### src/rtl/riscv_trace_pkg.sv
// Shared types for the riscv event tracer.
// Record layout, kind encoding and kind-mask bit positions.
package riscv_trace_pkg;

  localparam int unsigned TR_ADDR_W = 9;
  localparam int unsigned TR_DATA_W = 32;
  localparam int unsigned TR_TS_W   = 32;

  localparam int unsigned MASK_REG_WR = 0;
  localparam int unsigned MASK_MEM_WR = 1;
  localparam int unsigned MASK_MEM_RD = 2;

  typedef enum logic [1:0] {
    REG_WR       = 2'd0,
    MEM_WR       = 2'd1,
    MEM_RD       = 2'd2,
    MEM_CONFLICT = 2'd3
  } trace_kind_e;

  typedef struct packed {
    trace_kind_e            kind;
    logic [TR_ADDR_W-1:0]   idx;
    logic [TR_DATA_W-1:0]   data;
    logic [TR_TS_W-1:0]     stamp;
  } trace_entry_t;

endpackage

### src/rtl/trace_fifo_2w1r.sv
// Two-write / one-read first-word-fall-through FIFO.
// The head holds its last shown value once the FIFO drains.
module trace_fifo_2w1r
  import riscv_trace_pkg::*;
#(
  parameter int unsigned DEPTH = 16,
  parameter type entry_t = trace_entry_t
) (
  input  logic                 clk_i,
  input  logic                 rst_i,
  input  logic                 clear_i,
  input  logic                 push0_i,
  input  logic                 push1_i,
  input  entry_t               d0_i,
  input  entry_t               d1_i,
  input  logic                 pop_i,
  output entry_t               head_o,
  output logic                 valid_o,
  output logic [$clog2(DEPTH):0] level_o
);

  localparam int unsigned AW = $clog2(DEPTH);
  localparam int unsigned LW = AW + 1;

  entry_t        mem_q [DEPTH];
  entry_t        last_q;
  logic [AW-1:0] wp_q, wp_d, rp_q, rp_d, wp1;
  logic [LW-1:0] lvl_q, lvl_d;
  logic          do_pop;

  assign valid_o = lvl_q != '0;
  assign level_o = lvl_q;
  assign head_o  = valid_o ? mem_q[rp_q] : last_q;
  assign do_pop  = pop_i && valid_o;
  assign wp1     = wp_q + 1'b1;

  always_comb begin
    wp_d  = wp_q;
    rp_d  = rp_q;
    lvl_d = lvl_q;
    if (clear_i) begin
      wp_d  = '0;
      rp_d  = '0;
      lvl_d = '0;
    end else begin
      wp_d  = wp_q + AW'(push0_i) + AW'(push1_i);
      rp_d  = rp_q + AW'(do_pop);
      lvl_d = lvl_q + LW'(push0_i) + LW'(push1_i) - LW'(do_pop);
    end
  end

  always_ff @(posedge clk_i or posedge rst_i) begin
    if (rst_i) begin
      wp_q   <= '0;
      rp_q   <= '0;
      lvl_q  <= '0;
      last_q <= '0;
    end else begin
      wp_q   <= wp_d;
      rp_q   <= rp_d;
      lvl_q  <= lvl_d;
      if (valid_o) last_q <= mem_q[rp_q];
    end
  end

  always_ff @(posedge clk_i) begin
    if (!clear_i) begin
      if (push0_i) mem_q[wp_q] <= d0_i;
      if (push1_i) mem_q[wp1]  <= d1_i;
    end
  end

endmodule

### src/rtl/riscv_trace_buffer.sv
// Event tracer: decodes reg/mem debug taps into timestamped records,
// applies the drop policy and drains them over valid/ready.
module riscv_trace_buffer
  import riscv_trace_pkg::*;
#(
  parameter int unsigned DEPTH  = 16,
  parameter int unsigned ADDR_W = TR_ADDR_W,
  parameter int unsigned DATA_W = TR_DATA_W,
  parameter int unsigned TS_W   = TR_TS_W,
  parameter int unsigned DROP_W = 16
) (
  input  logic                   clk,
  input  logic                   reset,
  input  logic                   en,
  input  logic [2:0]             kind_mask,
  input  logic                   clear,
  input  logic                   reg_write_sig,
  input  logic [4:0]             reg_num,
  input  logic [DATA_W-1:0]      reg_data,
  input  logic                   wr,
  input  logic                   rd,
  input  logic [ADDR_W-1:0]      addr,
  input  logic [DATA_W-1:0]      wr_data,
  input  logic [DATA_W-1:0]      rd_data,
  output logic                   trace_valid,
  input  logic                   trace_ready,
  output logic [1:0]             trace_kind,
  output logic [ADDR_W-1:0]      trace_idx,
  output logic [DATA_W-1:0]      trace_data,
  output logic [TS_W-1:0]        trace_time,
  output logic [$clog2(DEPTH):0] level,
  output logic                   overflow,
  output logic [DROP_W-1:0]      drop_count
);

  localparam int unsigned LW  = $clog2(DEPTH) + 1;
  localparam int unsigned SW  = LW + 1;
  localparam int unsigned DW1 = DROP_W + 1;

  typedef struct packed {
    trace_kind_e        kind;
    logic [ADDR_W-1:0]  idx;
    logic [DATA_W-1:0]  data;
    logic [TS_W-1:0]    stamp;
  } entry_t;

  logic [TS_W-1:0]   ts_q;
  logic [DROP_W-1:0] drop_q, drop_d;
  logic              ovf_q, ovf_d;
  logic              mem_ev, reg_ev, pop, push0, push1;
  entry_t            mem_e, reg_e, e0, head;
  logic [LW-1:0]     lvl;
  logic [SW-1:0]     space;
  logic [1:0]        n_ev, n_push, n_drop;
  logic [DW1-1:0]    drop_sum;

  always_comb begin
    mem_e       = '0;
    mem_e.idx   = addr;
    mem_e.stamp = ts_q;
    unique case (1'b1)
      wr && rd: begin
        mem_e.kind = MEM_CONFLICT;
        mem_e.data = wr_data;
      end
      wr && !rd: begin
        mem_e.kind = MEM_WR;
        mem_e.data = wr_data;
      end
      rd && !wr: begin
        mem_e.kind = MEM_RD;
        mem_e.data = rd_data;
      end
      default: mem_e.kind = MEM_WR;
    endcase
  end

  assign reg_e = '{kind: REG_WR, idx: ADDR_W'(reg_num),
                   data: reg_data, stamp: ts_q};

  // Conflicts bypass the mask; clear discards everything sampled with it.
  assign mem_ev = en && !clear &&
                  ((wr && rd) ||
                   (wr && !rd && kind_mask[MASK_MEM_WR]) ||
                   (rd && !wr && kind_mask[MASK_MEM_RD]));
  assign reg_ev = en && !clear && reg_write_sig &&
                  kind_mask[MASK_REG_WR];

  assign e0     = mem_ev ? mem_e : reg_e;
  assign n_ev   = {1'b0, mem_ev} + {1'b0, reg_ev};
  assign pop    = trace_valid && trace_ready;
  assign space  = SW'(DEPTH) - SW'(lvl) + SW'(pop);
  assign n_push = (space >= SW'(n_ev)) ? n_ev : space[1:0];
  assign n_drop = n_ev - n_push;
  assign push0  = n_push != 2'd0;
  assign push1  = n_push == 2'd2;

  assign drop_sum = {1'b0, drop_q} + DW1'(n_drop);

  always_comb begin
    drop_d = drop_q;
    ovf_d  = ovf_q;
    if (clear) begin
      drop_d = '0;
      ovf_d  = 1'b0;
    end else if (n_drop != 2'd0) begin
      drop_d = drop_sum[DROP_W] ? '1 : drop_sum[DROP_W-1:0];
      ovf_d  = 1'b1;
    end
  end

  always_ff @(posedge clk or posedge reset) begin
    if (reset) begin
      ts_q   <= '0;
      drop_q <= '0;
      ovf_q  <= 1'b0;
    end else begin
      ts_q   <= ts_q + 1'b1;
      drop_q <= drop_d;
      ovf_q  <= ovf_d;
    end
  end

  trace_fifo_2w1r #(
    .DEPTH   (DEPTH),
    .entry_t (entry_t)
  ) u_fifo (
    .clk_i   (clk),
    .rst_i   (reset),
    .clear_i (clear),
    .push0_i (push0),
    .push1_i (push1),
    .d0_i    (e0),
    .d1_i    (reg_e),
    .pop_i   (pop),
    .head_o  (head),
    .valid_o (trace_valid),
    .level_o (lvl)
  );

  assign level      = lvl;
  assign trace_kind = head.kind;
  assign trace_idx  = head.idx;
  assign trace_data = head.data;
  assign trace_time = head.stamp;
  assign overflow   = ovf_q;
  assign drop_count = drop_q;

endmodule

### config.mk
export PLATFORM = sky130hd
export DESIGN_NAME = riscv_trace_buffer
export DESIGN_NICKNAME = d
export VERILOG_FILES = /design/src/rtl/riscv_trace_pkg.sv /design/src/rtl/trace_fifo_2w1r.sv /design/src/rtl/riscv_trace_buffer.sv
export SDC_FILE = /design/constraint.sdc
export NUM_CORES = 2
export LEC_CHECK = 0
export BUFFER_PORTS_ARGS = -buffer_cell sky130_fd_sc_hd__buf_4
export CAP_MARGIN = 25
export CORE_MARGIN = 2
export CORE_UTILIZATION = 50
export DETAILED_ROUTE_END_ITERATION = 10
export MAX_ROUTING_LAYER = met4
export PLACE_DENSITY = 0.78
export SYNTH_ARGS = -nofsm -noshare
export SYNTH_HDL_FRONTEND = slang
export SYNTH_SLANG_ARGS = --single-unit
### constraint.sdc
create_clock -name clk -period 8.1 [get_ports clk]
set_input_delay 0.81 -clock clk [delete_from_list [all_inputs] [get_ports clk]]
set_output_delay 0.81 -clock clk [all_outputs]
set_load 0.01 [all_outputs]
=== Word-level counts from Yosys, hierarchy flattened ===
Memory sizes are Yosys's and may differ from the RTL's.
Cells that the tools add are included.

* Bits in latches: 0
* Memories: 1
* Bits in registers: 137
* Bits in read-only memories: 0
* Input bits: 121
* RAM bits: 1200
* Output and inout bits: 98
* Word-level logic and storage cells: 66

* $lt $le $gt $ge: 1
* Divide/modulo/power cells: 0
* Multipliers: 0
* Shift-type cells: 0
* Equal/unequal tests: 1
* $add $sub $neg: 13
* Muxes and demuxes: 19
* Reduce and logical (&&, ||, !) cells: 21
* Bitwise gates (word level): 0

{| class="wikitable"
|+ Memory list
! memory !! depth !! width !! read ports !! clocked after memory_dff !! write ports !! line !! source
|-
| u_fifo.mem_q || 16 || 75 || 1 || 0 || 2 || trace_fifo_2w1r.sv:25 || <nowiki>entry_t mem_q [DEPTH];</nowiki>
|}

{| class="wikitable"
|+ Operator list
! cell !! count
|-
| two-way mux 75 bit || 2
|-
| one-hot mux 32 bit (2 select lines) || 1
|-
| two-way mux 16 bit || 3
|-
| adder 32 x 1 -> 32 bit, second input constant || 1
|-
| adder 16 x 2 -> 17 bit || 1
|-
| adder 4 x 1 -> 4 bit || 3
|-
| logical AND 1 bit || 11
|-
| adder 5 x 1 -> 5 bit || 2
|-
| two-way mux 1 bit || 8
|-
| two-way mux 4 bit || 2
|-
| adder 6 x 1 -> 6 bit || 1
|-
| greater-or-equal comparator 6 x 2 -> 1 bit || 1
|-
| nonzero test 2 bit || 3
|-
| subtractor 5 x 5 -> 6 bit, first input constant || 1
|-
| two-way mux 5 bit || 1
|-
| nonzero test 5 bit || 1
|-
| subtractor 5 x 1 -> 5 bit || 1
|-
| adder 4 x 1 -> 4 bit, second input constant || 1
|-
| one-hot mux 2 bit (2 select lines) || 1
|-
| zero test 1 bit || 3
|-
| adder 1 x 1 -> 2 bit || 1
|-
| == test 2 bit, second input constant || 1
|-
| logical OR 1 bit || 2
|-
| two-way mux 2 bit || 1
|-
| other kinds (2) || 2
|}

=== Longest topological paths before layout ===
* Depth in word-level cells: 14
* Gate-level depth with buffers: 25
* Mapped depth without buffers: 22

=== Modules after synthesis ===
Synthesis repeated with hierarchy kept, for this count alone.

* Cell total of the unflattened synthesis: 3987
* Area total of the unflattened synthesis: 67070.6 µm²

{| class="wikitable"
|+ Modules (own cells, without submodules)
! module !! area each (µm²) !! sequential area each (µm²) !! times used !! cells each
|-
| trace_fifo_2w1r || 63696.1 || 38236.7 || 1 || 3599
|-
| riscv_trace_buffer || 3374.5 || 1226.2 || 1 || 388
|}

=== Least setup slack after synthesis ===
No wires, ideal clock.

* Path type: input -> register
* From: input wr
* To: memory u_fifo.mem_q[3][0] in the netlist's numbering (enable)
* Buffers on the path: 5
* Data arrival time: 6.408 ns
* Stages: 16
* Data required time: 7.643 ns
* Path slack: 1.235 ns
* Setup time: 0.457 ns
* Path through: clkbuf_1 > o211a_1 > clkbuf_1 > a31oi_1 > clkinv_1 > clkbuf_1 > ha_1 > ha_1 > nand2b_1 > a2111o_1 > or4_1 > clkbuf_1 > a21oi_1 > nor2_1 > inv_1 > clkbuf_1

{| class="wikitable"
|+ RTL lines
! what !! line !! source
|-
| start: declaration || riscv_trace_buffer.sv:20 || <nowiki>input logic wr,</nowiki>
|-
| end: declaration || trace_fifo_2w1r.sv:25 ||
|}

=== Worst setup path after layout ===
* From: register u_fifo.lvl_q[3], in the netlist u_fifo.level_o[3]
* To: register drop_q[9], in the netlist drop_count[9]

* Cells in the longest elaborated chain, start to end: 10
* Elaborated cells between the ends (all ways): 13
* Those cells by class: add/sub (4); order compare (1); mux (4); reduce/logical (4)

{| class="wikitable"
|+ Ends and longest elaborated chain
! what !! line !! source
|-
| start: declaration || trace_fifo_2w1r.sv:28 || <nowiki>logic [LW-1:0] lvl_q, lvl_d;</nowiki>
|-
| start signal: assignment || trace_fifo_2w1r.sv:61 || <nowiki>lvl_q <= lvl_d;</nowiki>
|-
| branches (longest 2 deep; another with subtractor 5 x 5 -> 6 bit) || -- ||
|-
| adder 6 x 1 -> 6 bit (*) || riscv_trace_buffer.sv:92 || <nowiki>assign space = SW'(DEPTH) - SW'(lvl) + SW'(pop);</nowiki>
|-
| greater-or-equal comparator 6 x 2 -> 1 bit || riscv_trace_buffer.sv:93 || <nowiki>assign n_push = (space >= SW'(n_ev)) ? n_ev : space[1:0];</nowiki>
|-
| two-way mux 2 bit (*) || riscv_trace_buffer.sv:93 ||
|-
| subtractor 2 bit (*) || riscv_trace_buffer.sv:94 || <nowiki>assign n_drop = n_ev - n_push;</nowiki>
|-
| adder 16 x 2 -> 17 bit || riscv_trace_buffer.sv:98 || <nowiki>assign drop_sum = {1'b0, drop_q} + DW1'(n_drop);</nowiki>
|-
| two-way mux 16 bit || riscv_trace_buffer.sv:107 || <nowiki>drop_d = drop_sum[DROP_W] ? '1 : drop_sum[DROP_W-1:0];</nowiki>
|-
| two-way mux 16 bit || riscv_trace_buffer.sv:106 || <nowiki>end else if (n_drop != 2'd0) begin</nowiki>
|-
| two-way mux 16 bit || riscv_trace_buffer.sv:103 || <nowiki>if (clear) begin</nowiki>
|-
| end signal: assignment || riscv_trace_buffer.sv:119 || <nowiki>drop_q <= drop_d;</nowiki>
|-
| end: declaration || riscv_trace_buffer.sv:48 || <nowiki>logic [DROP_W-1:0] drop_q, drop_d;</nowiki>
|}

Mark *: on every way between the ends. The select of a mux whose other input is x is not followed.
A chain may end at the register's enable or synchronous reset.

==> flow_metrics.tcl <==
set metrics [dict create \
    boundaryPins 219 \
    p_comb_frac 0.219 \
    critPathRequiredTime_ns 8.75 \
    drv_slew 0 \
    setup_slack_ns 1.28 \
    switchingPower_mw 5.08 \
    antenna_left 0 \
    setup_viol 0 \
    rsz0062_at_grt "no" \
    vias 41600 \
    numCtsBuffers 139 \
    synth-seq-area-share 0.623 \
    dp_slack_ns 0.835 \
    num_rows 128 \
    wirelength_mm 179 \
    start_kind "register" \
    cts.root.buffer_cell "clkbuf_16" \
    status "finished, final reports clean" \
    grt_usage 0.290 \
    syn-num-nets 4818 \
    dr.first_iter.drc_count 6327 \
    max_freq_mhz 147 \
    power_leakage_nw 23.0 \
    multi_input_area_sq_um 21500 \
    syn_area_per_cell_sq_um 13.2 \
    clock_skew_ns 0.0275 \
    pwr-share-clk 0.349 \
    grt_antenna_before_repair 10 \
    cts_resized 0 \
    power_switching_share 0.280 \
    synth_top_cell_by_area "edfxtp_1" \
    start_util 0.506 \
    p_per_area_nw_per_um2 261 \
    cp_max_fo 23 \
    period_minus_slack_ns 6.82 \
    tns_ns 0 \
    placed_area_sq_um 64900 \
    grt.overflow.total 0 \
    postCtsSetupBuffers 0 \
    cts-hold-fix-buffers 0 \
    synth_top_area_share 0.537 \
    place_congestion 0.877 \
    crit_type "reg -> reg" \
    tightest_slew_ns 1.12 \
    final_common_cell "edfxtp_1" \
    clk_path_buf_depth 3 \
    nFillCells 9245 \
    clkSinkCount 1337 \
    final_area_sq_um 69500 \
    cts.htree.levels 4 \
    period_share 0.842 \
    finish.utilization 0.569 \
    critPathArrivalTime_ns 7.47 \
    worst_skew_pair.late_latency_ns 0.76 \
    max_slew_margin 0.229 \
    core_sq_um 122000 \
    synth_edf_count 1104 \
    dieHeight_um 356 \
    hp-class "in -> async" \
    first_global_vias 41500 \
    firstDrtPassIters 9 \
    io_buffers 218 \
    ys.flop_type "edfxtp_1" \
    syn2layout_area_growth_pct 12.6 \
    synthCells 4675 \
    yosysUniqueCellTypes 60 \
    r2r-start "u_fifo.level_o[3]$_DFF_PP0_" \
    synthArstFlopShare 0.102 \
    ys_ff_latch 1337 \
    hpwl_mm 94.6 \
    grt_max_degree 129 \
    seq_area_sq_um 38500 \
    ys_warn_count 0 \
    wl_per_cell_um 27.8 \
    cts_tree "built" \
    final_cell_mix "1104 x edfxtp_1, 856 x nand2_1, 593 x o21ai_0" \
    drive_gt1_frac 0.205 \
    worst_setup_path_end_kind "register" \
    dieArea_sq_um 126000 \
    finalHoldViolations 0 \
    synth_area_leaders "edfxtp_1 54%, mux4_2 14%, dfrtp_1 5.5%" \
    crit_start "u_fifo.level_o[3]$_DFF_PP0_" \
    maxCapViolCount 0 \
    chipWidth_um 356 \
    drc 0 \
    clkTransAtPathRegs_ns 0.06 \
    p_int_mw 13.1 \
    vdd_drop_max_v 0.000227 \
    vias_per_cell 6.47 \
    grt_pass1_wl_mm 263 \
    finalNetCount 4819 \
    syn_area_sq_um 61800 \
    p_seq_frac 0.432 \
]
Yosys cell counts, types with 3 or more instances:
library cell	n
edfxtp_1	1104
nand2_1	857
o21ai_0	595
and2_1	409
mux4_2	375
clkbuf_1	357
nor2_1	148
dfrtp_1	137
o2bb2ai_1	97
dfxtp_1	96
buf_2	54
buf_1	46
inv_1	36
a221o_1	32
nand3_1	31
xnor2_1	31
a22o_1	30
a21oi_1	29
nor3_1	21
ha_1	19
and3_1	15
nor2b_1	14
or3_1	14
xor2_1	13
buf_4	10
clkbuf_2	10
a211oi_1	8
nand4_1	8
inv_2	7
a31oi_1	6
mux2i_1	6
nor2_2	6
nor4_1	5
o221a_2	4
o22ai_1	4
a2111oi_0	3
and4_1	3
fa_1	3
o211a_1	3
o21ai_1	3
o31ai_1	3
through the flow:
stage | cells | total power, mW | hold WS, ns
after floorplan | 4675 | 10.5 | 0.427
after global placement | 6144 | 11.9 | 0.439
after detailed placement | 6153 | 11.9 | 0.444
after CTS | 6407 | 18.2 | 0.150
after global routing | 6423 | 18.7 | 0.195
final | 6424 | 18.1 | 0.148
logic make-up (layout without fill, tap and decap cells):
| kind of cell | Yosys count | in the layout | share of synthesized area |
|---|---|---|---|
| adder cells (fa/ha/maj) | 22 | 22 | 0.00482 |
| other | 0 | 10 | 0 |
| buffers and inverters | 521 | 635 | 0.0336 |
| AO/OA/AOI/OAI | 832 | 832 | 0.0802 |
| flip-flops | 1337 | 1337 | 0.623 |
| AND/OR/NAND/NOR | 1537 | 1537 | 0.114 |
| multiplexers | 382 | 382 | 0.138 |
| XOR/XNOR | 44 | 44 | 0.00624 |
worst max-delay path, cell delays in order (launching register included):
cell	delay [ns]
dfrtp_1	0.41
inv_1	0.14
ha_1	0.22
nor4b_2	0.35
inv_4	0.23
nand2_1	0.20
ha_1	0.19
inv_1	0.05
ha_1	0.33
ha_1	0.31
a2111oi_0	0.65
nand3_1	0.38
mux2i_1	0.33
ha_1	0.27
xor2_1	0.61
inv_1	0.41
ha_1	0.39
a21oi_1	0.09
or3_1	0.47
a211oi_1	0.29
mux2_2	0.37
power by group through the flow:
stage,clock network (mW),registers (mW),logic [mW]
finish,6.33,7.85,3.97
global route,6.61,7.87,4.22
CTS,6.34,7.85,3.97
detailed placement,0,7.99,3.95
global placement,0,7.98,3.90
floorplan,0,7.89,2.62
final timing paths:
kind | endpoint | slack (ns) | cells past startpoint
worst max-delay path | drop_count[9]$_DFFE_PP0P_ | 1.28 | 20
worst min-delay path | u_fifo.last_q[3]$_DFF_PP0_ | 0.15 | 2
worst max register to register | drop_count[9]$_DFFE_PP0P_ | 1.28 | 20
worst min register to register | u_fifo.last_q[44]$_DFF_PP0_ | 0.46 | 2
max in group asynchronous | u_fifo.rp_q[2]$_DFF_PP0_ | 6.54 | 3
min in group clk | u_fifo.wp_q[2]$_DFF_PP0_ | 0.44 | 2
sequential cells by signal, summed over array words and instances, names as in the netlist:
register and flops:
u_fifo.last_q 75, ts_q 32, u_fifo.wp_q 4, u_fifo.rp_q 4, u_fifo.mem_q 1200, drop_count 16, overflow 1, u_fifo.level_o 5
metal layers:
metal	wire length, um	GRT usage	up-vias
met5	0	-	-
met4	7980	0.123	0
met3	24100	0.0745	574
met2	83500	0.440	3246
met1	62900	0.373	20500
li1	-	-	17200
layout make-up:
type | count | area share
flip-flops and latches | 1337 | 0.554
multi-input cells | 2817 | 0.309
clock buffers | 192 | 0.0546
repair buffers | 337 | 0.0403
well taps | 1625 | 0.0292
clock inverters | 62 | 0.00937
inverters | 44 | 0.00306
diodes | 10 | 0.000360
Note: power is estimated with default switching activity, not from simulation.
